### src/rtl/wb_cfg_master.sv
// wb_cfg_master: Wishbone classic single-write initiator that loads the
// PWM/timer register file. It writes divisor, period, duty and then the
// control word, one handshake at a time. Control goes last so that enables
// only take effect once the timing registers hold valid values.
// A strobe left unacknowledged for TIMEOUT cycles aborts the sequence.
module wb_cfg_master #(
    parameter int ADR_W   = 16,
    parameter int DATA_W  = 16,
    parameter int TIMEOUT = 15
) (
    input  logic              i_clk,
    input  logic              i_rst,
    input  logic              i_start,
    input  logic [DATA_W-1:0] i_ctrl,
    input  logic [DATA_W-1:0] i_divisor,
    input  logic [DATA_W-1:0] i_period,
    input  logic [DATA_W-1:0] i_duty,
    output logic              o_wb_cyc,
    output logic              o_wb_stb,
    output logic              o_wb_we,
    output logic [ADR_W-1:0]  o_wb_adr,
    output logic [DATA_W-1:0] o_wb_data,
    input  logic              i_wb_ack,
    output logic              o_busy,
    output logic              o_done,
    output logic              o_err
);

    typedef enum logic [2:0] {
        ST_IDLE,
        ST_REQ,
        ST_GAP,
        ST_DONE,
        ST_ERR
    } state_t;

    // Last counter value before the abort fires; an ack on that edge still wins.
    localparam logic [7:0] TMO_LAST = 8'(TIMEOUT - 1);

    state_t            state;
    logic [1:0]        index;
    logic [7:0]        tmo_cnt;
    logic [DATA_W-1:0] sh_ctrl;
    logic [DATA_W-1:0] sh_divisor;
    logic [DATA_W-1:0] sh_period;
    logic [DATA_W-1:0] sh_duty;
    logic [ADR_W-1:0]  next_adr;
    logic [DATA_W-1:0] next_data;

    // Address/data of the write selected by the current index, taken from the shadows.
    always_comb begin
        next_adr  = '0;
        next_data = '0;
        case (index)
            2'd0: begin
                next_adr  = ADR_W'(2);
                next_data = sh_divisor;
            end
            2'd1: begin
                next_adr  = ADR_W'(4);
                next_data = sh_period;
            end
            2'd2: begin
                next_adr  = ADR_W'(6);
                next_data = sh_duty;
            end
            default: begin
                next_adr  = ADR_W'(0);
                next_data = sh_ctrl;
            end
        endcase
    end

    // Sequencer: all bus and status outputs are registered, so ack never reaches an output combinationally.
    always_ff @(posedge i_clk) begin
        if (i_rst) begin
            state      <= ST_IDLE;
            index      <= 2'd0;
            tmo_cnt    <= 8'd0;
            sh_ctrl    <= '0;
            sh_divisor <= '0;
            sh_period  <= '0;
            sh_duty    <= '0;
            o_wb_cyc   <= 1'b0;
            o_wb_stb   <= 1'b0;
            o_wb_we    <= 1'b0;
            o_wb_adr   <= '0;
            o_wb_data  <= '0;
            o_busy     <= 1'b0;
            o_done     <= 1'b0;
            o_err      <= 1'b0;
        end else begin
            o_done <= 1'b0;
            o_err  <= 1'b0;
            case (state)
                ST_IDLE: begin
                    if (i_start) begin
                        sh_ctrl    <= i_ctrl;
                        sh_divisor <= i_divisor;
                        sh_period  <= i_period;
                        sh_duty    <= i_duty;
                        index      <= 2'd0;
                        tmo_cnt    <= 8'd0;
                        o_wb_cyc   <= 1'b1;
                        o_wb_stb   <= 1'b1;
                        o_wb_we    <= 1'b1;
                        o_wb_adr   <= ADR_W'(2);
                        o_wb_data  <= i_divisor;
                        o_busy     <= 1'b1;
                        state      <= ST_REQ;
                    end
                end
                ST_REQ: begin
                    if (i_wb_ack) begin
                        o_wb_stb <= 1'b0;
                        o_wb_we  <= 1'b0;
                        tmo_cnt  <= 8'd0;
                        if (index == 2'd3) begin
                            o_wb_cyc <= 1'b0;
                            o_done   <= 1'b1;
                            state    <= ST_DONE;
                        end else begin
                            index <= index + 2'd1;
                            state <= ST_GAP;
                        end
                    end else if (tmo_cnt == TMO_LAST) begin
                        o_wb_cyc <= 1'b0;
                        o_wb_stb <= 1'b0;
                        o_wb_we  <= 1'b0;
                        tmo_cnt  <= 8'd0;
                        o_err    <= 1'b1;
                        state    <= ST_ERR;
                    end else begin
                        tmo_cnt <= tmo_cnt + 8'd1;
                    end
                end
                ST_GAP: begin
                    o_wb_stb  <= 1'b1;
                    o_wb_we   <= 1'b1;
                    o_wb_adr  <= next_adr;
                    o_wb_data <= next_data;
                    state     <= ST_REQ;
                end
                ST_DONE: begin
                    o_busy <= 1'b0;
                    state  <= ST_IDLE;
                end
                ST_ERR: begin
                    o_busy <= 1'b0;
                    state  <= ST_IDLE;
                end
                default: begin
                    state <= ST_IDLE;
                end
            endcase
        end
    end

endmodule

### config.mk
export PLATFORM = sky130hd
export DESIGN_NAME = wb_cfg_master
export DESIGN_NICKNAME = d
export VERILOG_FILES = /design/src/rtl/wb_cfg_master.sv
export SDC_FILE = /design/constraint.sdc
export NUM_CORES = 1
export LEC_CHECK = 0
export ABC_AREA = 1
export BUFFER_PORTS_ARGS = -buffer_cell sky130_fd_sc_hd__buf_2
export CAP_MARGIN = 10
export CORE_MARGIN = 5
export CORE_UTILIZATION = 51
export CTS_CLUSTER_SIZE = 25
export DETAILED_ROUTE_END_ITERATION = 8
export PLACE_DENSITY = 0.77
export SLEW_MARGIN = 25
export SYNTH_ARGS = -nofsm -noshare
export SYNTH_HDL_FRONTEND = slang
export SYNTH_SLANG_ARGS = --single-unit
### constraint.sdc
create_clock -name i_clk -period 3.2 [get_ports i_clk]
set_input_delay 0.16 -clock i_clk [delete_from_list [all_inputs] [get_ports i_clk]]
set_output_delay 0.16 -clock i_clk [all_outputs]
set_load 0.01 [all_outputs]
# Yosys cells after proc, flatten, opt, wreduce, memory -nomap -nowiden
# Cells that the tools add are included.
# word_totals
word_cells	77
reg_bits	114
in_bits	68
# op_classes
muxes	29
n_reduce_logical	17
n_addsub	2
n_bitwise	2
eq_ne	13
# op_table
cell	count
one-hot mux 16 bit (2 select lines)	2
one-hot mux 16 bit (3 select lines)	1
2-to-1 mux 16 bit	2
2-to-1 mux 8 bit	3
one-hot mux 3 bit (3 select lines)	2
one-hot mux 8 bit (2 select lines)	1
AND reduction 2 bit	5
2-to-1 mux 3 bit	3
adder 8 x 1 -> 8 bit (second input constant)	1
== test 8 x 4 -> 1 bit (second input constant)	1
2-to-1 mux 1 bit	8
AND reduction 4 bit	2
== test 3 x 2 -> 1 bit (second input constant)	2
2-to-1 mux 2 bit	3
inequality test 2 bit (second input constant)	3
inequality test 3 bit (second input constant)	2
nonzero test 2 bit	3
OR reduction 3 bit	2
== test 2 bit (second input constant)	2
one-hot mux 1 bit (2 select lines)	2
one-hot mux 2 bit (2 select lines)	1
== test 3 x 1 -> 1 bit (second input constant)	1
== test 3 bit (second input constant)	1
zero test 3 bit	1
8 further kinds	9

# Depth between registers and ports, before layout
# Gate-level depths: netlist of the first run.
# depth
word_depth	4
ltp_mapped	11
mapped_depth_nobuf	11

# Worst setup path before layout of the first run
# OpenSTA, ideal clock, no wires.
# synth_path
kind	register to register
start	reg index[0]
end	reg o_wb_data[0]
arrival_time_ps	1284
n_path_buf	2
slack_ps	1794
path_stages_with_launch	9
t_required_ps	3078
synth_period_minus_slack_ps	1406
path_cell_list	dfxtp_1 > inv_1 > ha_1 > clkbuf_1 > buf_2 > a21oi_1 > nand3_1 > o211ai_1 > a21oi_1
# synth_between
elab_chain_len	3
# synth_rtl
element	line_no	source
start: declaration	41	logic [1:0] index;
start signal: assignment	123	index <= index + 2'd1;
== test 2 bit (tied with other cells)	54	case (index)
one-hot mux 16 bit (3 select lines) (*)	54	
one-hot mux 16 bit (2 select lines) (*)	95	case (state)
end signal: assignment	108	o_wb_data <= i_divisor;
end signal: assignment	141	o_wb_data <= next_data;
end: declaration	22	output logic [DATA_W-1:0] o_wb_data,
# Every way passes the cells marked *; elsewhere a longest branch is shown, timed or not.
# A chain may end at the register's enable or synchronous reset.

# Final worst setup path of the first run
# layout_path
start	reg index[1]
end	reg o_wb_data[0]
# The elaborated chain is that of the path after synthesis.

==> results, run 1 <==
- The run finished with clean final reports.
- The die is just over 100 microns wide.
- In the final layout, the share of cells above drive strength 1 is around 18%.
- Per report_power, the clock group accounts for between 20% and 30% of the total.
- The required time at the endpoint of the critical path is approximately 3.5 ns.
- The number of iterations in the first detailed-routing pass is 4.
- In the routed layout, each cell is associated on average with a via count of between 5 and 6.
- The die covers 10600 sq um.
- By area the synthesized netlist is led by sky130_fd_sc_hd__dfxtp_1, sky130_fd_sc_hd__nand2_1, sky130_fd_sc_hd__a21oi_1, sky130_fd_sc_hd__buf_4, sky130_fd_sc_hd__nand3_1.
- The die extent in y is 103 microns.
- The number of buffers created by CTS is 9.
- The worst setup path is launched from a register.
- The area added between synthesis and finish is 11.5%.
- The analysis attributes to cell leakage a power of 2.09 nW.
- After synthesis, the largest area contributor takes up a little under half of total cell area.
- The number of instances in the placed design is around 760.
- The clock period minus final worst setup slack is around 2.0 ns.
- The core box area is 8300 sq um.
- The internal portion of the total power is about 1.8 mW.
- At the later pin of the worst-skew pair, clock insertion delay measures 0.37 ns.
- Derived from the worst setup path, the maximum achievable clock frequency is 497 MHz.
- Setup repair after global routing left no endpoint under its margin.
- The largest total area in the synthesized netlist belongs to sky130_fd_sc_hd__dfxtp_1.
- The aggregate routed wire length is between 10000 and 15000 microns.
- The worst pin sits at a relative slew slack of about half.
- The layout net count is about 740.
- Clock-pin slew was measured on the worst setup and hold paths at about 0.10 ns.
- The kind of critical path is register to register.
- The overall global routing resource usage is 21.1%.
- The number of input and output port buffers inserted is 91.
- The worst setup path is captured at a register.
- In this run switching power makes up 30.0% of total power.
- The number of nets with antenna violations after routing is 0.
- The clock drives 100 sinks.
- At the end of routability-driven placement, the weighted congestion stood at approximately 0.83.
- The minimum setup slack after placement is ~1.2 ns.
- After the flow finishes, the layout carries non-filler instances totaling 770.
- After technology mapping, the gate count stands at around 600.
- The total negative slack is 0 ns.
- The total power per unit cell area is ~500 nW/um^2.
- The kind of path behind the tightest hold check is input port to register.
- The filler cell count in the final layout is ~830.
- After global routing the overflow that remains totals 0.
- The first element of the critical path is index[1].
- The clock tree skew after final layout is 0.0159 ns.
- The largest net degree at the start of global routing is 74.
- The max-capacitance violation count is 0.
- The post-synthesis average cell area is approximately 7.4 sq um.
- The quantity of hold-fixing buffers added after cts is 0.
- The final number of hold-violating endpoints was 0.
- The via count of the first global-routing pass is 3936.
- The cell area that synthesis handed to floorplanning was 4390 sq um.
- The maximum vdd ir drop is between 0.2 and 0.3 mV.
- TritonCTS built the clock tree.
- The detailed router finished its first iteration with ~180 violations.
- The estimated wirelength of the detail-placed design is 7840 microns.
- The post-route worst setup slack is 1.19 ns.
- Summing internal, switching and leakage power gives about 2.5 mW.
- The number of design rule violations left after detail routing is 0.
- Sequential cells account for between 50% and 60% of the total power.
- The launch point of the worst reg-to-reg path is index[1].
- The root buffer cell chosen for the clock tree is sky130_fd_sc_hd__clkbuf_8.
- The cell count of the worst reg-to-reg path is 4.
- Once layout is done, the placed cells without fillers occupy 4890 sq um.
- In this run the count of I/O pins placed on the die edge is between 100 and 150.
- Yosys printed 0 warnings.
- The most critical setup path has its endpoint at o_wb_data[0].
- Setup violations remaining at the end of the flow were counted as 0.
- Of all nets on the critical path, the largest fanout is 19.
- The initial antenna violation count was 0.
- The first global-routing pass estimated 17700 microns of wire.
- The starting density of the core is between 50% and 60%.
- The antenna diode count is 0.
- The slack of the worst reg-to-reg path is 1.19 ns.
- Across all hold checks on the routed design, the worst slack comes to around 0.013 ns.
- For the pin with the worst max-slew slack, the measured transition is between 0.7 and 0.8 ns.
- Once placement finished, the instance area stood at about 4700 sq um.
- After floorplanning, the core was divided into 33 placement rows.
- Data arrives at the worst endpoint at 2.28 ns.
- The detailed-route via count is around 4000.
- Synthesis instantiated 27 different standard cells from the library.
- For this run, the share of the core covered by cells in the final layout is approximately 59%.
- The analysis attributes to net switching a power of 0.754 mW.
- The maximum buffer depth of the clock tree is 2.
- After synthesis the netlist holds a flip-flop and latch count of 100.
- After layout, the worst path uses a little over three fifths of the clock period.
- The post-CTS resize count is 0.
- Once the clock tree was built, the setup fixing pass inserted 0 buffers.
- The worst register-to-register path ends at o_wb_data[0].
- After synthesis, flip-flops and latches occupy between 40% and 50% of the total area.
- After detailed routing, the average wire length per cell comes to approximately 14 microns.
- The count of pins over their slew limit is 0.
- The H-tree was split into 3 levels.
- The share of power burned in combinational logic is ~16%.
==> final cells by class <==
type | count | area (sq um) | share of cell area [%]
clock buffer | 9 | 124 | 2.53
sequential | 100 | 2000 | 40.9
inverter | 26 | 97.6 | 1.99
timing repair buffer | 94 | 478 | 9.76
tap | 105 | 131 | 2.68
clock inverter | 6 | 47.5 | 0.971
multi-input combinational | 430 | 2010 | 41.2
==> critical path, cell delays in order, from the launching register on <==
cell and delay, ns:
sky130_fd_sc_hd__dfxtp_1 0.41, sky130_fd_sc_hd__ha_1 0.64, sky130_fd_sc_hd__inv_1 0.46, sky130_fd_sc_hd__o211ai_1 0.30, sky130_fd_sc_hd__a21oi_1 0.10
==> power by group through the flow <==
stage	Sequential [mW]	Combinational [mW]	Clock (mW)
after global routing	1.39	0.441	0.791
after detailed placement	1.41	0.390	0
after floorplan	1.41	0.276	0
after CTS	1.39	0.391	0.742
final	1.39	0.390	0.733
after global placement	1.41	0.382	0
==> cells by family (layout without fill, tap and decap cells) <==
family                   after synthesis  count (layout)  share of synthesized area (%)
flip-flops                           100             100                           45.6
XOR/XNOR                               1               1                          0.200
AND/OR/NAND/NOR                      249             249                           23.6
buffers and inverters                 80             135                           9.58
other                                  1              14                         0.0855
adder cells (fa/ha/maj)                6               6                           1.71
AO/OA/AOI/OAI                        160             160                           19.2
==> routing by layer <==
metal | track usage [%] | up-vias | share of wire [%]
met5 | 0 | - | 0
met4 | 7.77 | 0 | 2.6
met3 | 5.68 | 21 | 5.7
met2 | 38.4 | 109 | 51
met1 | 23.7 | 1879 | 40
li1 | - | 2061 | -
==> worst min-delay path by stage <==
stage / depth (start not counted) / endpoint / slack [ns] / start
floorplan: 1 / o_err / 0.24 / i_wb_ack
global placement: 2 / o_err / 0.39 / i_wb_ack
detailed placement: 2 / o_err / 0.40 / i_wb_ack
CTS: 2 / o_err / 0.0005 / i_wb_ack
global route: 3 / sh_ctrl[11] / 0.007 / i_ctrl[11]
finish: 2 / o_err / 0.01 / i_wb_ack
==> layout by cell type, fill, tap and decap left out <==
master,n
sky130_fd_sc_hd__nand2_1,193
sky130_fd_sc_hd__nor4_1,2
sky130_fd_sc_hd__buf_2,91
sky130_fd_sc_hd__clkinvlp_4,1
sky130_fd_sc_hd__clkinv_2,1
sky130_fd_sc_hd__inv_2,4
sky130_fd_sc_hd__a31oi_1,1
sky130_fd_sc_hd__buf_4,3
sky130_fd_sc_hd__clkinv_4,2
sky130_fd_sc_hd__xor2_1,1
sky130_fd_sc_hd__nand2_2,1
sky130_fd_sc_hd__nor3_1,4
sky130_fd_sc_hd__nor2_2,1
sky130_fd_sc_hd__nand4_1,2
sky130_fd_sc_hd__nand3_4,3
sky130_fd_sc_hd__inv_1,21
sky130_fd_sc_hd__nand3_1,26
sky130_fd_sc_hd__ha_1,6
sky130_fd_sc_hd__clkbuf_8,9
sky130_fd_sc_hd__o211ai_1,16
sky130_fd_sc_hd__nor2_4,1
sky130_fd_sc_hd__a21oi_1,122
sky130_fd_sc_hd__conb_1,14
sky130_fd_sc_hd__o21ai_0,12
sky130_fd_sc_hd__clkinv_1,1
sky130_fd_sc_hd__o21ai_1,9
sky130_fd_sc_hd__dfxtp_1,100
sky130_fd_sc_hd__nor2_1,16
sky130_fd_sc_hd__inv_6,2
==> flip-flops by register name, summed over array words and instances, names as in the netlist <==
register,count
index,2
o_busy,1
o_done,1
o_err,1
o_wb_adr,2
o_wb_cyc,1
o_wb_data,16
o_wb_we,1
sh_ctrl,16
sh_divisor,16
sh_duty,16
sh_period,16
state,3
tmo_cnt,8
==> synthesized netlist by cell type <==
cell                         n
sky130_fd_sc_hd__a21oi_1   122
sky130_fd_sc_hd__a31oi_1     1
sky130_fd_sc_hd__buf_1       1
sky130_fd_sc_hd__buf_2       6
sky130_fd_sc_hd__buf_4      26
sky130_fd_sc_hd__buf_6       2
sky130_fd_sc_hd__clkbuf_1   19
sky130_fd_sc_hd__clkinv_1    1
sky130_fd_sc_hd__conb_1      1
sky130_fd_sc_hd__dfxtp_1   100
sky130_fd_sc_hd__ha_1        6
sky130_fd_sc_hd__inv_1      21
sky130_fd_sc_hd__inv_2       4
sky130_fd_sc_hd__nand2_1   193
sky130_fd_sc_hd__nand2_2     1
sky130_fd_sc_hd__nand3_1    26
sky130_fd_sc_hd__nand3_4     3
sky130_fd_sc_hd__nand4_1     2
sky130_fd_sc_hd__nor2_1     16
sky130_fd_sc_hd__nor2_2      1
sky130_fd_sc_hd__nor2_4      1
sky130_fd_sc_hd__nor3_1      4
sky130_fd_sc_hd__nor4_1      2
sky130_fd_sc_hd__o211ai_1   16
sky130_fd_sc_hd__o21ai_0    12
sky130_fd_sc_hd__o21ai_1     9
sky130_fd_sc_hd__xor2_1      1
Power figures use the tool's default switching activity.
==> inputs of run 2 (changes only) <==
==> constraint.sdc (replaced) <==
create_clock -name i_clk -period 2.1 [get_ports i_clk]
set_input_delay 0.105 -clock i_clk [delete_from_list [all_inputs] [get_ports i_clk]]
set_output_delay 0.105 -clock i_clk [all_outputs]
set_load 0.01 [all_outputs]
==> run 2 against run 1 <==
Effect of this change:
- maximum frequency is 14% higher
- clock-buffer cell count is 1 higher
- final area is 13% higher
- sequential cell count stayed put
- critical endpoint is now o_wb_data[10]
- critical path depth is 2 higher
- critical path type unchanged
- setup slack worse by 0.85 ns
- clock skew is 0.0015 ns lower
- sequential share of layout area is 4.6 points lower
- die area stayed put
- register-to-register slack worse by 0.85 ns
==> results, run 2 (synthesis gave the netlist of run 1 again) <==
- The number of design rule violations left after detail routing is 0 (unchanged).
- The slack of the worst reg-to-reg path is 0.34 ns (-0.85 ns).
- The initial antenna violation count is 0 (unchanged).
- The total negative slack came to 0 ns (unchanged).
- The max-capacitance violation count is 0 (unchanged).
- The maximum vdd ir drop is 0.498 mV (+91%).
- The number of DRC markers in iteration 0 was 265 (+50%).
- The count of endpoints failing setup in the final report is 0 (unchanged).
- The sort of element at the start of the critical path is a register.
- The top cell types in the final layout, fill and taps aside, are sky130_fd_sc_hd__nand2_1, sky130_fd_sc_hd__a21oi_1, sky130_fd_sc_hd__dfxtp_1.
- The estimated wirelength of the detail-placed design is 8250 microns (+5.3%).
- The horizontal die dimension is 103 microns (unchanged).
- The clock input transition at the sequential cells of the worst setup and hold paths was 0.09 ns (about the same).
- The remaining global-route overflow was 0 (unchanged).
- The kind of critical path is register to register.
- The total chip power is 4.11 mW (+64%).
- The run finished with clean final reports.
- The number of input and output port buffers inserted is 91 (unchanged).
- The aggregate routed wire length was 12000 microns (+8.2%).
- The overall global routing resource usage came to 23.0% (+1.8 points).
- The detailed-route via count came to 4407 (+8.3%).
- The die extent in y came to 103 microns (unchanged).
- Setup repair after global routing left no endpoint under its margin.
- The I/O pin total is 106 (unchanged).
- The worst path arrival time is 2.00 ns (-0.28 ns).
- The average wire length per cell after detail routing is 14.5 microns (+0.47%).
- The starting density of the core was 52.9% (unchanged).
- STA classifies the critical path endpoint as a register.
- Compared with the post-synthesis result, the final layout area differs by 25.5%.
- The number of nets with antenna violations after routing is 0 (unchanged).
- The CTS tree is built.
- The worst hold slack is 0.00237 ns (-0.0110 ns).
- The share of the cycle needed by the critical path after routing came to 83.7% (+21 points).
- The number of iterations in the first detailed-routing pass is 4 (unchanged).
- The via count of the first global-routing pass is 4322 (+9.8%).
- The per-cell via count in the routed design is 5.32 (+0.57%).
- The maximum frequency from static timing analysis is 569 MHz (+14%).
- The transition at the pin with the smallest max-transition slack is 0.738 ns (-0.0212 ns).
- The core box area is 8300 sq um (unchanged).
- The final weighted congestion in routability-driven placement is 0.837 (+0.36%).
- The final number of hold-violating endpoints came to 0 (unchanged).
- The row count is 33 (unchanged).
- The max-slew headroom at the worst pin was 50.8% (+1.4 points).
- The clock tree skew after final layout is 0.0145 ns (-0.00146 ns).
- The share of post-route cells with drive strength above 1 was 17.0% (-0.88 points).
- The minimum setup slack after placement is 0.242 ns (-1.00 ns).
- The static power due to leakage is 2.35 nW (+12%).
- The number of instances on the worst hold path is 3 (+1).
- The count of pins over their slew limit is 0 (unchanged).
- The commonest non-fill, non-tap cell in the layout is sky130_fd_sc_hd__nand2_1.
- The cell count of the worst reg-to-reg path is 6 (+2).
- The clock period minus final worst setup slack is 1.76 ns (-0.254 ns).
- The die area came to 10600 sq um (unchanged).
- The maximum buffer depth of the clock tree was 2 (unchanged).
- The number of buffers created by CTS is 9 (unchanged).
- The total number of H-tree levels was 3 (unchanged).
- The kind of path behind the tightest hold check is input port to register.
- The total clock sinks is 100 (unchanged).
- The clock latency reported for the late side of the worst-skew pair is 0.37 ns (about the same).
- The cell at the root of the clock tree is sky130_fd_sc_hd__clkbuf_8.
- The post-route worst setup slack was 0.342 ns (-0.846 ns).
- The wire length of the first global-routing pass is 19200 microns (+8.7%).
- The largest fanout on the critical path is 20 (+1).
- The layout net count is 792 (+7.8%).
- The total power per unit cell area is 747 nW/um^2 (+46%).
- The filler cell count in the final layout is 740 (-11%).
- The largest net degree at the start of global routing was 74 (unchanged).
- The required time at the endpoint of the critical path is 2.34 ns (-1.13 ns).
[run 2: timing repair]
| action | in CTS | in global routing |
|---|---|---|
| hold buffers | 52 | 3 |
| resized for setup | 0 | 1 |
| buffers inserted | 0 | 0 |
| setup endpoints to repair | 0 | 12 |
| endpoints found under the hold margin | 53 | 3 |
[run 2: where the power goes]
group          internal [mW]  leakage [nW]  switching, mW  total, mW
logic                  0.281          1.42          0.405      0.687
registers               2.03         0.821         0.0853       2.12
clock network          0.607         0.110          0.703       1.31
[run 2: final timing paths]
kind | startpoint | end
worst max-delay path | state[1] | o_wb_data[10]
worst max register to register | state[1] | o_wb_data[10]
worst min-delay path | i_duty[10] | sh_duty[10]
worst min register to register | sh_ctrl[3] | sh_ctrl[3]
[run 2: per-stage QoR]
stage,util [%],std cells,instance area (sq um)
CTS,65.9,825,5470
global placement,57.1,757,4740
detailed placement,57.1,757,4740
global route,66.3,828,5510
floorplan,-,610,4440
finish,66.4,829,5510
[run 2: cell type report]
| type | instances | area (sq um) | area share, % |
|---|---|---|---|
| antenna | 1 | 2.50 | 0.0454 |
| clock buffer | 10 | 138 | 2.50 |
| clock inverter | 6 | 76.3 | 1.39 |
| inverter | 26 | 97.6 | 1.77 |
| multi-input combinational | 430 | 2020 | 36.6 |
| sequential | 100 | 2000 | 36.3 |
| tap | 105 | 131 | 2.39 |
| timing repair buffer | 151 | 1040 | 18.9 |
[run 2: worst max-delay path: stages, from the launching register on]
cell                      delay [ns]
sky130_fd_sc_hd__dfxtp_1        0.34
sky130_fd_sc_hd__inv_2          0.32
sky130_fd_sc_hd__nand3_4        0.14
sky130_fd_sc_hd__nand2_2        0.32
sky130_fd_sc_hd__inv_2          0.23
sky130_fd_sc_hd__o21ai_0        0.22
sky130_fd_sc_hd__a21oi_1        0.07
[run 2: layer usage]
| metal | wire, microns | vias to the layer above | global-route usage, % |
|---|---|---|---|
| met5 | 0 | - | 0 |
| met4 | 258 | 0 | 8.17 |
| met3 | 794 | 21 | 5.07 |
| met2 | 6430 | 152 | 43.0 |
| met1 | 4570 | 2056 | 25.4 |
| li1 | - | 2178 | - |
==> inputs of run 3 (changes only) <==
--- a/config.mk
+++ b/config.mk
@@ -5,7 +5,7 @@
 export SDC_FILE = /design/constraint.sdc
 export NUM_CORES = 1
 export LEC_CHECK = 0
-export ABC_AREA = 1
+export ABC_AREA = 0
 export BUFFER_PORTS_ARGS = -buffer_cell sky130_fd_sc_hd__buf_2
 export CAP_MARGIN = 10
 export CORE_MARGIN = 5
==> constraint.sdc (replaced) <==
create_clock -name i_clk -period 1.8 [get_ports i_clk]
set_input_delay 0.09 -clock i_clk [delete_from_list [all_inputs] [get_ports i_clk]]
set_output_delay 0.09 -clock i_clk [all_outputs]
set_load 0.01 [all_outputs]
==> run 3 against run 2 <==
Effect of this change:
- the flow now finishes with violations (design-rule violations, negative hold slack)
- sequential power grew 17%
- sequential cell count is the same
- clock skew grew 0.0024 ns
- worst hold slack lost 0.0039 ns
- area after synthesis shrank 3.3%
- cell count shrank 5.9%
- sequential share of layout area shrank 0.99 points
- wire length grew 7.2%
- power grew 13%
- critical endpoint is now o_wb_data[1]
- largest cell class unchanged
- highest routed layer unchanged
==> results, run 3 <==
- The filler cell count in the final layout is 643 (-13%).
- The clock tree skew after final layout came to 0.0169 ns (+0.00244 ns).
- The share of post-route cells with drive strength above 1 came to 22.4% (+5.4 points).
- The synthesis warning total came to 0 (unchanged).
- The number of input and output port buffers inserted is 91 (unchanged).
- The synthesized area was 4240 sq um (-3.3%).
- The library cell used most frequently in the layout, excluding fill and tap cells, is sky130_fd_sc_hd__nand2_1.
- The cell type of the slowest stage on the worst timing path is sky130_fd_sc_hd__dfxtp_4.
- The final reports fail on design-rule violations, negative hold slack.
- The area added between synthesis and finish is 33.7%.
- The horizontal die dimension is 101 microns (-1.5%).
- The number of DRC markers in iteration 0 was 450 (+70%).
- The wire length of the first global-routing pass is 19900 microns (+3.6%).
- The initial antenna violation count came to 0 (unchanged).
- The core box area is 8180 sq um (-1.5%).
- The share of Yosys cell area claimed by the top area cell type came to 47.2% (+1.5 points).
- The average wire length per cell after detail routing is 16.6 microns (+14%).
- The number of unique standard cell types used by synthesis is 42 (+56%).
- The count of pins over their slew limit is 0 (unchanged).
- The largest net degree at the start of global routing is 68 (-8.1%).
- The total clock sinks is 100 (unchanged).
- The via count of the first global-routing pass was 4023 (-6.9%).
- Yosys attributes the largest share of cell area to sky130_fd_sc_hd__dfxtp_1, sky130_fd_sc_hd__nand2_1, sky130_fd_sc_hd__a21oi_1, sky130_fd_sc_hd__a222oi_1, sky130_fd_sc_hd__a221oi_1.
- The number of iterations in the first detailed-routing pass is 9 (+5).
- The largest fanout on the critical path is 8 (-60%).
- The share of the cycle needed by the critical path after routing is 95.7% (+12 points).
- TritonCTS built the clock tree.
- The kind of path behind the tightest hold check is input port to register.
- The async set-or-reset flop fraction in the synthesized netlist is 0% (unchanged).
- The count of endpoints failing setup in the final report is 0 (unchanged).
- The number of instances in the placed design was 706 (-6.7%).
- The flow ran to the end, but the final reports show violations.
- The max-capacitance violation count was 0 (unchanged).
- The final number of hold-violating endpoints is 1 (+1).
- The antenna diode count is 0 (-1).
- The post-synthesis average cell area came to 7.99 sq um (+8.7%).
- The total negative slack is 0 ns (unchanged).
- The critical path in this run is classified as register to register.
- In the layout the commonest cells are sky130_fd_sc_hd__nand2_1, sky130_fd_sc_hd__dfxtp_1, sky130_fd_sc_hd__buf_2.
- The final weighted congestion in routability-driven placement is 0.903 (+7.9%).
- The layout net count came to 744 (-6.1%).
- The non-filler instance count after layout was 780 (-5.9%).
- The cell at the root of the clock tree is sky130_fd_sc_hd__clkbuf_8.
- The worst path arrival time is 1.98 ns (-0.02 ns).
- The worst setup path is launched from a register.
- The remaining global-route overflow is 0 (unchanged).
- The most common flop cell mapped by yosys is sky130_fd_sc_hd__dfxtp_1.
- The overall global routing resource usage came to 24.6% (+1.6 points).
- The detailed-route via count was 4357 (-1.1%).
- The proportion of synthesized chip area in sequential cells came to 47.2% (+1.5 points).
- The row count came to 33 (unchanged).
- The total power per unit cell area came to 819 nW/um^2 (+9.6%).
- The critical path capture point type is a register.
- The synthesized instance count is 531 (-11%).
- The die extent in y is 101 microns (-1.5%).
- The register area came to 2010 sq um (+0.25%).
- The required time at the endpoint of the critical path was 2.06 ns (-0.28 ns).
- The maximum vdd ir drop is 0.415 mV (-17%).
- The static power due to leakage is 2.33 nW (-0.79%).
- The maximum buffer depth of the clock tree is 2 (unchanged).
- The commonest cells after synthesis are sky130_fd_sc_hd__nand2_1, sky130_fd_sc_hd__dfxtp_1, sky130_fd_sc_hd__a21oi_1.
- The worst hold slack was -0.00158 ns (-0.00395 ns).
- The critical path goes through buf_12 > ha_4 > buf_6 > a222oi_1 > o21ai_1 > a221oi_1 > nor3_1.
- Summed over all instances, the cell type with the most area after synthesis is sky130_fd_sc_hd__dfxtp_1.
- The per-cell via count in the routed design was 5.59 (+5.1%).
- The number of nets with antenna violations after routing is 0 (unchanged).
- Among all cell types in the netlist, the one instantiated most often is sky130_fd_sc_hd__nand2_1.
- The starting density of the core was 51.9% (-0.96 points).
- The clock latency reported for the late side of the worst-skew pair is 0.37 ns (about the same).
- The clock period minus final worst setup slack is 1.72 ns (-0.0349 ns).
- The total number of H-tree levels came to 3 (unchanged).
- The final standard cell area without fillers is 5680 sq um (+3.0%).
- The maximum single-stage delay on the critical path was 0.37 ns (+0.03 ns).
- The total chip power is 4.65 mW (+13%).
- The maximum frequency from static timing analysis is 580 MHz (+2.0%).
- Setup repair after global routing could not meet its margin everywhere.
- The clock input transition at the sequential cells of the worst setup and hold paths was 0.11 ns (+0.02 ns).
- The die area was 10200 sq um (-3.0%).
- The flip-flop and latch count after synthesis is 100 (unchanged).
- The post-detailed-placement cell area is 4820 sq um (+1.6%).
- The I/O pin total is 106 (unchanged).
- The number of buffers created by CTS is 9 (unchanged).
- The number of design rule violations left after detail routing is 4 (+4).
- The number of flops mapped to enable cells by yosys is 0 (unchanged).
- The aggregate routed wire length is 12900 microns (+7.2%).
- The multi-input logic area is 2060 sq um (+2.3%).
- The estimated wirelength of the detail-placed design is 8520 microns (+3.3%).
==> run 3: worst paths after layout <==
path	from	endpoint	slack [ns]	cells after the start
max reg2reg	index[0]	o_wb_data[1]	0.08	7
min reg2reg	sh_ctrl[8]	sh_ctrl[8]	0.46	2
max	index[0]	o_wb_data[1]	0.08	7
min	i_ctrl[9]	sh_ctrl[9]	-0.002	3
==> run 3: logic make-up after synthesis <==
logic type,Yosys count,synth area share [%]
AND/OR/NAND/NOR,226,22.6
XOR/XNOR,6,1.24
AO/OA/AOI/OAI,128,19.5
other,1,0.0884
adder cells (fa/ha/maj),6,1.77
flip-flops,100,47.2
buffers and inverters,62,7.13
multiplexers,2,0.472
==> run 3: worst max-delay path: cells and delay by family (launching register included) <==
kind                     cells  cell delay, ns
flip-flops                   1            0.37
AO/OA/AOI/OAI                3            0.74
AND/OR/NAND/NOR              1            0.09
buffers and inverters        2            0.25
adder cells (fa/ha/maj)      1            0.16
==> run 3: layout make-up <==
type	instances	share of cell area, %
clock buffer	9	2.18
multi-input combinational	382	36.4
inverter	6	0.397
timing repair buffer	171	22.3
sequential	100	35.4
tap	105	2.31
clock inverter	7	1.06
==> run 3: timing repair <==
item / CTS / global route
resized for setup: 0 / 27
pin swaps: 2 / 18
endpoints found under the hold margin: 58 / 0
hold buffers: 57 / 0
setup endpoints to repair: 2 / 16
setup buffers: 0 / 1
==> run 3: per-stage QoR <==
step                util [%]  setup WS, ns  hold WS (ns)
floorplan                  -        0.0351         0.168
global placement        58.9         0.105         0.329
detailed placement      58.9      -0.00248         0.339
CTS                     68.1       0.00831      0.000299
global route            69.4       -0.0258        0.0152
finish                  69.4        0.0765      -0.00158
==> run 3: per-layer routing <==
| layer | global-route usage (%) | wire length [microns] | vias to the layer above |
|---|---|---|---|
| li1 | - | - | 2089 |
| met1 | 32.4 | 5280 | 1975 |
| met2 | 39.6 | 5900 | 250 |
| met3 | 5.51 | 1340 | 43 |
| met4 | 8.69 | 395 | 0 |
| met5 | 0 | 0 | - |
==> run 3: power breakdown <==
group	switching, mW	internal [mW]
Combinational	0.458	0.374
Sequential	0.107	2.36
Clock	0.824	0.524
Total	1.39	3.26
